==> config.mk <==
export PLATFORM = sky130hd
export DESIGN_NAME = pwm_generator
export DESIGN_NICKNAME = d
export VERILOG_FILES = /design/src/rtl/pwm_pkg.sv /design/src/rtl/pwm_period_counter.sv /design/src/rtl/pwm_generator.sv
export SDC_FILE = /design/constraint.sdc
export NUM_CORES = 1
export LEC_CHECK = 0
export ABC_CLOCK_PERIOD_IN_PS = 7750
export BUFFER_PORTS_ARGS = -buffer_cell sky130_fd_sc_hd__buf_2
export CAP_MARGIN = 10
export CORE_MARGIN = 2
export CORE_UTILIZATION = 55
export CTS_BUF_LIST = sky130_fd_sc_hd__clkbuf_8
export DETAILED_ROUTE_END_ITERATION = 10
export GPL_ROUTABILITY_DRIVEN = 0
export PLACE_DENSITY_LB_ADDON = 0.15
export SLEW_MARGIN = 10
export SYNTH_ARGS = -nofsm -noshare
export SYNTH_HDL_FRONTEND = slang
export SYNTH_SLANG_ARGS = --single-unit
==> constraint.sdc <==
create_clock -name i_clock -period 7.75 [get_ports i_clock]
set_input_delay 1.55 -clock i_clock [delete_from_list [all_inputs] [get_ports i_clock]]
set_output_delay 1.55 -clock i_clock [all_outputs]
set_load 0.05 [all_outputs]
==> src/rtl/pwm_pkg.sv <==
// Shared types and constants for the swerve rotation motor PWM stage.
package pwm_pkg;

    typedef enum logic [1:0] {
        ST_HOLD  = 2'd0,
        ST_RAMP  = 2'd1,
        ST_BRAKE = 2'd2
    } pwm_state_e;

    localparam logic [7:0] PWM_MAX = 8'd255;
    localparam logic [7:0] CNT_TOP = 8'd254;

    // Move cur toward tgt by at most step. The distance is compared in 9 bits;
    // the 8-bit add/sub cannot wrap because it only happens when step < distance.
    function automatic logic [7:0] slew_toward(input logic [7:0] cur,
                                               input logic [7:0] tgt,
                                               input logic [7:0] step);
        logic [8:0] w_diff;
        logic [7:0] w_res;
        if (tgt >= cur) begin
            w_diff = {1'b0, tgt} - {1'b0, cur};
            w_res  = (w_diff > {1'b0, step}) ? (cur + step) : tgt;
        end else begin
            w_diff = {1'b0, cur} - {1'b0, tgt};
            w_res  = (w_diff > {1'b0, step}) ? (cur - step) : tgt;
        end
        return w_res;
    endfunction

endpackage

==> src/rtl/pwm_period_counter.sv <==
// Prescaler plus 0..254 PWM count; flags the last cycle of each PWM period.
module pwm_period_counter #(
    parameter int CLK_DIV = 4
) (
    input  logic       i_clock,
    input  logic       i_reset,
    input  logic       i_enable,
    output logic [7:0] o_cnt,
    output logic       o_boundary
);
    import pwm_pkg::*;

    localparam int            PW      = (CLK_DIV > 1) ? $clog2(CLK_DIV) : 1;
    localparam logic [PW-1:0] PRE_TOP = PW'(CLK_DIV - 1);

    logic [PW-1:0] r_pre;
    logic [7:0]    r_cnt;
    logic          w_tick;

    assign w_tick     = i_enable && (r_pre == PRE_TOP);
    assign o_boundary = w_tick && (r_cnt == CNT_TOP);
    assign o_cnt      = r_cnt;

    // Disabling the output parks the count at zero so a re-enable starts a clean period.
    always_ff @(posedge i_clock) begin
        if (i_reset || !i_enable) begin
            r_pre <= '0;
            r_cnt <= '0;
        end else if (w_tick) begin
            r_pre <= '0;
            r_cnt <= (r_cnt == CNT_TOP) ? 8'd0 : (r_cnt + 8'd1);
        end else begin
            r_pre <= r_pre + PW'(1);
        end
    end

endmodule

==> src/rtl/pwm_generator.sv <==
// Motor PWM/DIR driver: ratio changes land on period boundaries, are slew-limited,
// and a direction reversal ramps to zero and brakes before DIR flips.
module pwm_generator #(
    parameter int CLK_DIV       = 4,
    parameter int RAMP_STEP     = 8,
    parameter int BRAKE_PERIODS = 2
) (
    input  logic       i_clock,
    input  logic       i_reset,
    input  logic       i_pwm_enable,
    input  logic [7:0] i_pwm_ratio,
    input  logic       i_pwm_direction,
    input  logic       i_pwm_update,
    output logic       o_pwm_done,
    output logic       o_pwm_out,
    output logic       o_dir_out,
    output logic [7:0] o_applied_ratio
);
    import pwm_pkg::*;

    localparam logic [7:0]    STEP       = (RAMP_STEP >= 255) ? PWM_MAX : 8'(RAMP_STEP);
    localparam int            BW         = $clog2(BRAKE_PERIODS + 1);
    localparam logic [BW-1:0] BRAKE_LAST = BW'(BRAKE_PERIODS - 1);

    pwm_state_e    r_state;
    pwm_state_e    w_state_nxt;
    logic [7:0]    r_applied;
    logic [7:0]    w_applied_nxt;
    logic [7:0]    r_target;
    logic [7:0]    w_goal;
    logic [7:0]    w_slewed;
    logic [7:0]    w_cnt;
    logic [BW-1:0] r_brake_cnt;
    logic [BW-1:0] w_brake_nxt;
    logic          r_dir;
    logic          w_dir_nxt;
    logic          r_tdir;
    logic          r_pending;
    logic          r_done;
    logic          w_done_nxt;
    logic          r_pwm;
    logic          w_boundary;
    logic          w_mismatch;

    pwm_period_counter #(.CLK_DIV(CLK_DIV)) u_counter (
        .i_clock    (i_clock),
        .i_reset    (i_reset),
        .i_enable   (i_pwm_enable),
        .o_cnt      (w_cnt),
        .o_boundary (w_boundary)
    );

    // A pending reversal first drives the ratio toward zero.
    assign w_mismatch = (r_dir != r_tdir);
    assign w_goal     = w_mismatch ? 8'd0 : r_target;
    assign w_slewed   = slew_toward(r_applied, w_goal, STEP);

    always_ff @(posedge i_clock) begin
        if (i_reset) begin
            r_state <= ST_HOLD;
        end else begin
            r_state <= w_state_nxt;
        end
    end

    always_comb begin
        w_state_nxt   = r_state;
        w_applied_nxt = r_applied;
        w_dir_nxt     = r_dir;
        w_brake_nxt   = r_brake_cnt;
        w_done_nxt    = 1'b0;
        if (!i_pwm_enable) begin
            w_state_nxt   = ST_HOLD;
            w_applied_nxt = 8'd0;
            w_dir_nxt     = r_tdir;
            w_brake_nxt   = '0;
            w_done_nxt    = r_pending && !r_done;
        end else if (w_boundary) begin
            case (r_state)
                ST_BRAKE: begin
                    if (r_brake_cnt == BRAKE_LAST) begin
                        w_dir_nxt   = r_tdir;
                        w_brake_nxt = '0;
                        w_state_nxt = (r_target == 8'd0) ? ST_HOLD : ST_RAMP;
                    end else begin
                        w_brake_nxt = r_brake_cnt + BW'(1);
                    end
                end
                default: begin
                    w_applied_nxt = w_slewed;
                    if (w_mismatch && (w_slewed == 8'd0)) begin
                        w_state_nxt = ST_BRAKE;
                        w_brake_nxt = '0;
                    end else if (!w_mismatch && (w_slewed == r_target)) begin
                        w_state_nxt = ST_HOLD;
                    end else begin
                        w_state_nxt = ST_RAMP;
                    end
                end
            endcase
            w_done_nxt = r_pending && (w_state_nxt == ST_HOLD);
        end
    end

    // A strobe coinciding with completion keeps pending set: the newer request still needs its own done.
    always_ff @(posedge i_clock) begin
        if (i_reset) begin
            r_applied   <= 8'd0;
            r_dir       <= 1'b0;
            r_brake_cnt <= '0;
            r_target    <= 8'd0;
            r_tdir      <= 1'b0;
            r_pending   <= 1'b0;
            r_done      <= 1'b0;
            r_pwm       <= 1'b0;
        end else begin
            r_applied   <= w_applied_nxt;
            r_dir       <= w_dir_nxt;
            r_brake_cnt <= w_brake_nxt;
            r_done      <= w_done_nxt;
            r_pwm       <= i_pwm_enable && (w_cnt < r_applied);
            if (i_pwm_update) begin
                r_target  <= i_pwm_ratio;
                r_tdir    <= i_pwm_direction;
                r_pending <= 1'b1;
            end else if (w_done_nxt) begin
                r_pending <= 1'b0;
            end
        end
    end

    assign o_pwm_done      = r_done;
    assign o_pwm_out       = r_pwm;
    assign o_dir_out       = r_dir;
    assign o_applied_ratio = r_applied;

endmodule

==> results of run 1 <==
-- worst paths after layout --
path | slack, ns | startpoint | cells past startpoint | end
worst max-delay path | 3.21 | r_tdir | 14 | r_pending
worst min-delay path | 0.43 | u_counter.r_pre[0] | 1 | u_counter.r_pre[0]
worst max register to register | 3.21 | r_tdir | 14 | r_pending
worst min register to register | 0.43 | u_counter.r_pre[0] | 1 | u_counter.r_pre[0]
-- cell type report --
cell class / count / area, um2 / share of cell area, %
clock inverter: 3 / 43.79 / 1.413
timing repair buffer: 23 / 115.1 / 3.714
inverter: 19 / 71.32 / 2.301
multi-input combinational: 286 / 2012 / 64.92
sequential: 35 / 700.7 / 22.61
clock buffer: 5 / 68.82 / 2.220
tap: 70 / 87.58 / 2.826
-- metrics by stage --
stage	setup slack (ns)	util [%]	hold WS [ns]
after global placement	3.269	59.23	0.4170
final	3.215	61.46	0.4313
after floorplan	3.559	-	0.4043
after CTS	3.236	61.46	0.4328
after global routing	2.986	61.46	0.4536
after detailed placement	3.245	59.23	0.4212
-- flip-flops by register name, summed over array words and instances, names as in the netlist --
register         cells
o_applied_ratio      8
r_target             8
u_counter.o_cnt      8
r_brake_cnt          2
r_state              2
u_counter.r_pre      2
o_dir_out            1
o_pwm_done           1
o_pwm_out            1
r_pending            1
r_tdir               1
-- per-layer routing --
metal,vias to the layer above,GRT usage [%],routed length [um],share of wire [%]
li1,1309,-,-,-
met1,1225,32.57,3145,47
met2,74,38.30,3117,46
met3,22,3.929,280,4.2
met4,0,8.727,184,2.7
met5,-,0,0,0
-- power by group through the flow --
stage | sequential, mW | clock [mW] | combinational (mW)
after global placement | 0.194 | 0 | 0.119
after floorplan | 0.194 | 0 | 0.0955
final | 0.190 | 0.163 | 0.121
after global routing | 0.191 | 0.176 | 0.134
after CTS | 0.190 | 0.169 | 0.120
after detailed placement | 0.194 | 0 | 0.119
-- kinds of logic (layout without fill, tap and decap cells) --
family / Yosys count / in the layout / share of synthesized area [%]
fa+ha+maj: 31 / 31 / 13.89
simple gates: 127 / 127 / 22.29
compound gates: 93 / 93 / 23.03
buf+inv: 34 / 50 / 4.703
xor+xnor: 25 / 25 / 7.956
flops: 35 / 35 / 24.62
mux: 10 / 10 / 3.517
-- synth_stat cells (all sizes together), types with 5 or more instances --
master and number:
mux2i 10, a21oi 24, dfxtp 35, o211ai 6, a21boi 5, xor2 11, inv 19, buf 6
a211oi 5, nand2 34, a31oi 6, ha 30, nor2b 7, nor2 33, o21ai 10, clkbuf 9
nand2b 8, xnor2 14, nor3 7, nand3 13, o21a 7
==> metrics, run 1 <==
status=completed; Critical Path Max Stage Delay=0.72 ns; Hold Path Class=flip-flop to flip-flop; period utilisation layout=58.52%; headroom to the max-slew limit=45.00%; Reg clk slew, reported paths=0.07 ns; fill count=479; Routed Antenna Nets=0; Synth Instances=355; Post-Layout Cell Count=441; core area=5042 um2; Unique masters post-synth=57; WL/cell=15.26 um; fin area=3099 um2; CTS buffer count=5; Die Footprint=5767 um2; switching power=144.7 uW; Final setup viols=0; area share of the largest cell type after synthesis=24.62%; Root Driver=clkbuf_8; Total Routing Usage GR=23.91%; n_diodes=0; nets=414; Synthesis Warnings=0; H-tree depth=2; fmax=220.5 MHz; leading cell type in the layout, fill and taps excluded=dfxtp_1; final number of max-transition violations=0; crit path cell chain=xnor2_2 > nand2_1 > inv_1 > ha_1 > o21a_1 > a2bb2oi_1 > xnor2_1 > o22ai_1 > or4_1 > o21ai_4 > o22ai_1 > a211o_1 > o32a_1 > a221o_1; Top delay family on crit path=compound AO/OA/AOI/OAI gates; initial antenna violation count=0; Setup TNS=0 ns; critical path type=flip-flop to flip-flop; combinational share of power=25.6%; Syn Area/Cell=8.018 um2; fraction of layout cells with a size suffix above 1=9.704%; worst clock skew=0.007198 ns; crit path max fanout=17; cell-internal power=329.7 uW; unrepaired setup endpoints after global routing=no; top cells by area, synth=dfxtp_1 25%, ha_1 13%, nand2_1 4.5%, nor2_1 4.4%, a21oi_1 4.2%; Rows=26; # port buffers=23; Area growth, synth to finish=8.879%; P per Cell Area=153.1 nW/um2; Die Width=75.94 um; Skew-Pair Late Insertion Delay=0.29 ns; Yosys top cell by area=dfxtp_1; WP buf/inv=1; leak pwr=1.333 nW; via count=2630; CTS Hold Bufs=0; Post-synth EDFFs=0; Top cell by count, worst path=o22ai_1; First-pass DRT Iterations=5; Clock power frac=34.3%; DRT iter0 DRCs=213; Worst EP arrival=4.72 ns; Post-synth ARST share=0%; sequential power share=40.1%; VDD IR-drop max=0.0001373 V; first-pass GRT wire length=11100 um; Die Y=75.94 um; ys flop type=dfxtp_1; clock sink count=35; CP Data Required Time=7.93 ns; post-DP HPWL=5237 um; Via-to-Cell Ratio=5.964; # placed instances=433; dpl cell area=2987 um2; post_cts resized=0; commonest non-fill, non-tap cells in the layout=35 x dfxtp_1, 34 x nand2_1, 33 x nor2_1, 30 x ha_1, 24 x a21oi_1; Synth Cell Area=2846 um2; CP max stage cell=or4_1; number of global-route vias before repair=2337; drt drc=0; PnR Total Power=474.4 uW; Startpoint Class=flip-flop; Ports=24; switching share of power=30.50%; maximum clock insertion buffer count=2; register bit total from synthesis=35; Tightest Pin Transition=0.8210 ns; GRT Residual Overflow=0; fin crit period=4.535 ns; sequential share of the synthesized area=24.62%; CTS tree=done; post-CTS setup repair buffer count=0; DRT Wirelength=6728 um; Final Hold Fails=0; Synth Net Count=399; initial core utilization=56.45%; Crit. End Element=flip-flop; largest net degree at the start of global routing=18; max-cap check violation count=0
Note: power is estimated with default switching activity, not from simulation.
==> inputs of run 2 (changes only) <==
--- a/config.mk
+++ b/config.mk
@@ -5,7 +5,8 @@
 export SDC_FILE = /design/constraint.sdc
 export NUM_CORES = 1
 export LEC_CHECK = 0
-export ABC_CLOCK_PERIOD_IN_PS = 7750
+export ABC_AREA = 1
+export ABC_CLOCK_PERIOD_IN_PS = 3700
 export BUFFER_PORTS_ARGS = -buffer_cell sky130_fd_sc_hd__buf_2
 export CAP_MARGIN = 10
 export CORE_MARGIN = 2
==> constraint.sdc (replaced) <==
create_clock -name i_clock -period 3.7 [get_ports i_clock]
set_input_delay 0.74 -clock i_clock [delete_from_list [all_inputs] [get_ports i_clock]]
set_output_delay 0.74 -clock i_clock [all_outputs]
set_load 0.05 [all_outputs]
==> run 2 against run 1 <==
  * Register-to-register slack lost 2.9 ns
  * Utilization grew 5.2 points
  * Via count grew 29%
  * Synthesized cell count grew 40%
  * Cell count grew 40%
  * Synthesized area grew 12%
  * Fmax grew 34%
  * Clock-buffer cell count grew 2
  * Sequential power grew 110%
  * Sequential share of layout area shrank 3.7 points
  * Routed wire length grew 28%
  * Critical path type unchanged
  * Largest cell class unchanged
==> metrics, run 2 <==
switching power=437.4 uW; Top delay family on crit path=simple AND/OR/NAND/NOR gates; Reg clk slew, reported paths=0.07 ns; Post-Layout Cell Count=619; ys flop type=dfxtp_1; cell with the most instances after synthesis=nand2_1; number of global-route vias before repair=3051; headroom to the max-slew limit=53.40%; reg2reg start=o_dir_out; Die Footprint=6419 um2; fraction of layout cells with a size suffix above 1=19.74%; leading cell type in the layout, fill and taps excluded=nand2_1; post-DP HPWL=6843 um; maximum clock insertion buffer count=2; HP Start=u_counter.r_pre[0]; register bit total from synthesis=35; CP Data Required Time=3.88 ns; DRT iter0 DRCs=325; period utilisation layout=91.24%; top cells by area, synth=dfxtp_1 22%, nand2_1 14%, ha_1 12%, inv_1 10%, nand3_1 8.8%; dpl cell area=3471 um2; Synth Instances=497; Area growth, synth to finish=15.98%; Clock power frac=27.4%; largest net degree at the start of global routing=20; Skew-Pair Late Insertion Delay=0.29 ns; # port buffers=23; clock sink count=35; CTS buffer count=5; WHS Path Cells=1; first-pass GRT wire length=13880 um; Hold Crit Endpoint=u_counter.r_pre[0]; area share of the largest cell type after synthesis=21.99%; status=completed; Tightest Pin Transition=0.6964 ns; Unique masters post-synth=38; fmax=296.2 MHz; initial antenna violation count=0; CTS Hold Bufs=0; minimum hold slack=0.4297 ns; Crit. End Element=flip-flop; commonest non-fill, non-tap cells in the layout=114 x nand2_1, 84 x inv_1, 56 x nand3_1, 35 x dfxtp_1, 28 x a21oi_1; met1 Track Usage GR=35.42%; nets=590; Rows=27; Hold Path Class=flip-flop to flip-flop; GRT Residual Overflow=0; unrepaired setup endpoints after global routing=no; Worst EP arrival=3.56 ns; reg2reg end=r_pending; # placed instances=601; Die Y=80.12 um; Synth Cell Area=3187 um2; Most Crowded Layer GR=met2; leak pwr=1.900 nW; crit path max fanout=9; initial core utilization=57.52%; GR met2 Demand/Resource=46.58%; n_diodes=0; Reg2Reg Depth=25; core area=5540 um2; switching share of power=37.89%; Routed Antenna Nets=0; H-tree depth=2; sequential share of the synthesized area=21.99%; via count=3398; Ports=24; Post-synth ARST share=0%; drt drc=0; fill count=544; Critical Path Max Stage Delay=0.42 ns; CP max stage cell=ha_2; P per Cell Area=312.3 nW/um2; First-pass DRT Iterations=5; WL/cell=13.94 um; sequential power share=34.0%; Top cell by count, worst path=nand2_2; DRT Wirelength=8627 um; worst clock skew=0.01220 ns; Via-to-Cell Ratio=5.489; Commonest cells post-synth=116 x nand2_1, 85 x inv_1, 56 x nand3_1, 35 x dfxtp_1, 30 x ha_1; Layout Utilization=66.71%; CTS tree=done; cell-internal power=717.0 uW; combinational share of power=38.7%; Final setup viols=0; Synth Net Count=541; Final Hold Fails=0; fin area=3696 um2; Die Width=80.12 um; grt met3 use=4.944%; critical path type=flip-flop to flip-flop; final number of max-transition violations=0; Synthesis Warnings=0; Yosys top cell by area=dfxtp_1; Post-synth EDFFs=0; Total Routing Usage GR=27.47%; Setup TNS=0 ns; VDD IR-drop max=0.0002258 V; WP buf/inv=3; Startpoint Class=flip-flop; fin crit period=3.376 ns; Root Driver=clkbuf_8; reg-to-reg slack, setup=0.32 ns; max-cap check violation count=0; Syn Area/Cell=6.412 um2
-- run 2: what timing repair did --
action,CTS,global route
pin swaps,0,5
setup endpoints to repair,1,6
resized for setup,1,14
endpoints found under the hold margin,0,0
setup buffers,0,10
-- run 2: final cells by class --
type                    count  area (um2)  share of cell area, %
multi-input cells         367        2152                  58.23
well taps                  72       90.09                  2.437
clock inverters             1       7.507                 0.2031
clock buffers               7       96.34                  2.607
repair buffers             47       295.3                  7.989
flip-flops and latches     35       700.7                  18.96
inverters                  90       354.1                  9.580
-- run 2: cell families after synthesis --
| family | after synthesis | share of synthesized area (%) |
|---|---|---|
| AND/OR/NAND/NOR | 260 | 39.26 |
| buffers and inverters | 95 | 11.86 |
| AO/OA/AOI/OAI | 68 | 12.29 |
| flip-flops | 35 | 21.99 |
| adder cells (fa/ha/maj) | 31 | 12.41 |
| XOR/XNOR | 8 | 2.199 |
-- run 2: worst max path at each step --
stage	start	end	slack [ns]	cells after the start
2_1_floorplan	o_dir_out	r_pending	0.24	29
3_3_place_gp	r_tdir	r_pending	0.12	28
3_5_place_dp	r_tdir	r_pending	0.03	28
4_1_cts	o_dir_out	r_pending	0.07	25
5_1_grt	o_dir_out	r_pending	0.008	25
6_report	o_dir_out	r_pending	0.32	25
-- run 2: layer usage --
metal,wire length (um),up-vias
met5,0,-
met1,3880,1533
met3,466,31
met4,224,0
met2,4055,126
li1,-,1708
-- run 2: per-stage QoR --
| step | setup slack (ns) | total power [mW] |
|---|---|---|
| after global routing | 0.007827 | 1.219 |
| final | 0.3242 | 1.154 |
| after detailed placement | 0.03396 | 0.7924 |
| after global placement | 0.1220 | 0.7892 |
| after floorplan | 0.2408 | 0.7014 |
| after CTS | 0.06791 | 1.109 |
-- run 2: power groups by stage --
stage / clock network, mW / registers [mW] / logic [mW]
4_1_cts: 0.322 / 0.392 / 0.394
6_report: 0.316 / 0.392 / 0.446
3_3_place_gp: 0 / 0.401 / 0.388
2_1_floorplan: 0 / 0.404 / 0.298
3_5_place_dp: 0 / 0.401 / 0.391
5_1_grt: 0.336 / 0.393 / 0.490
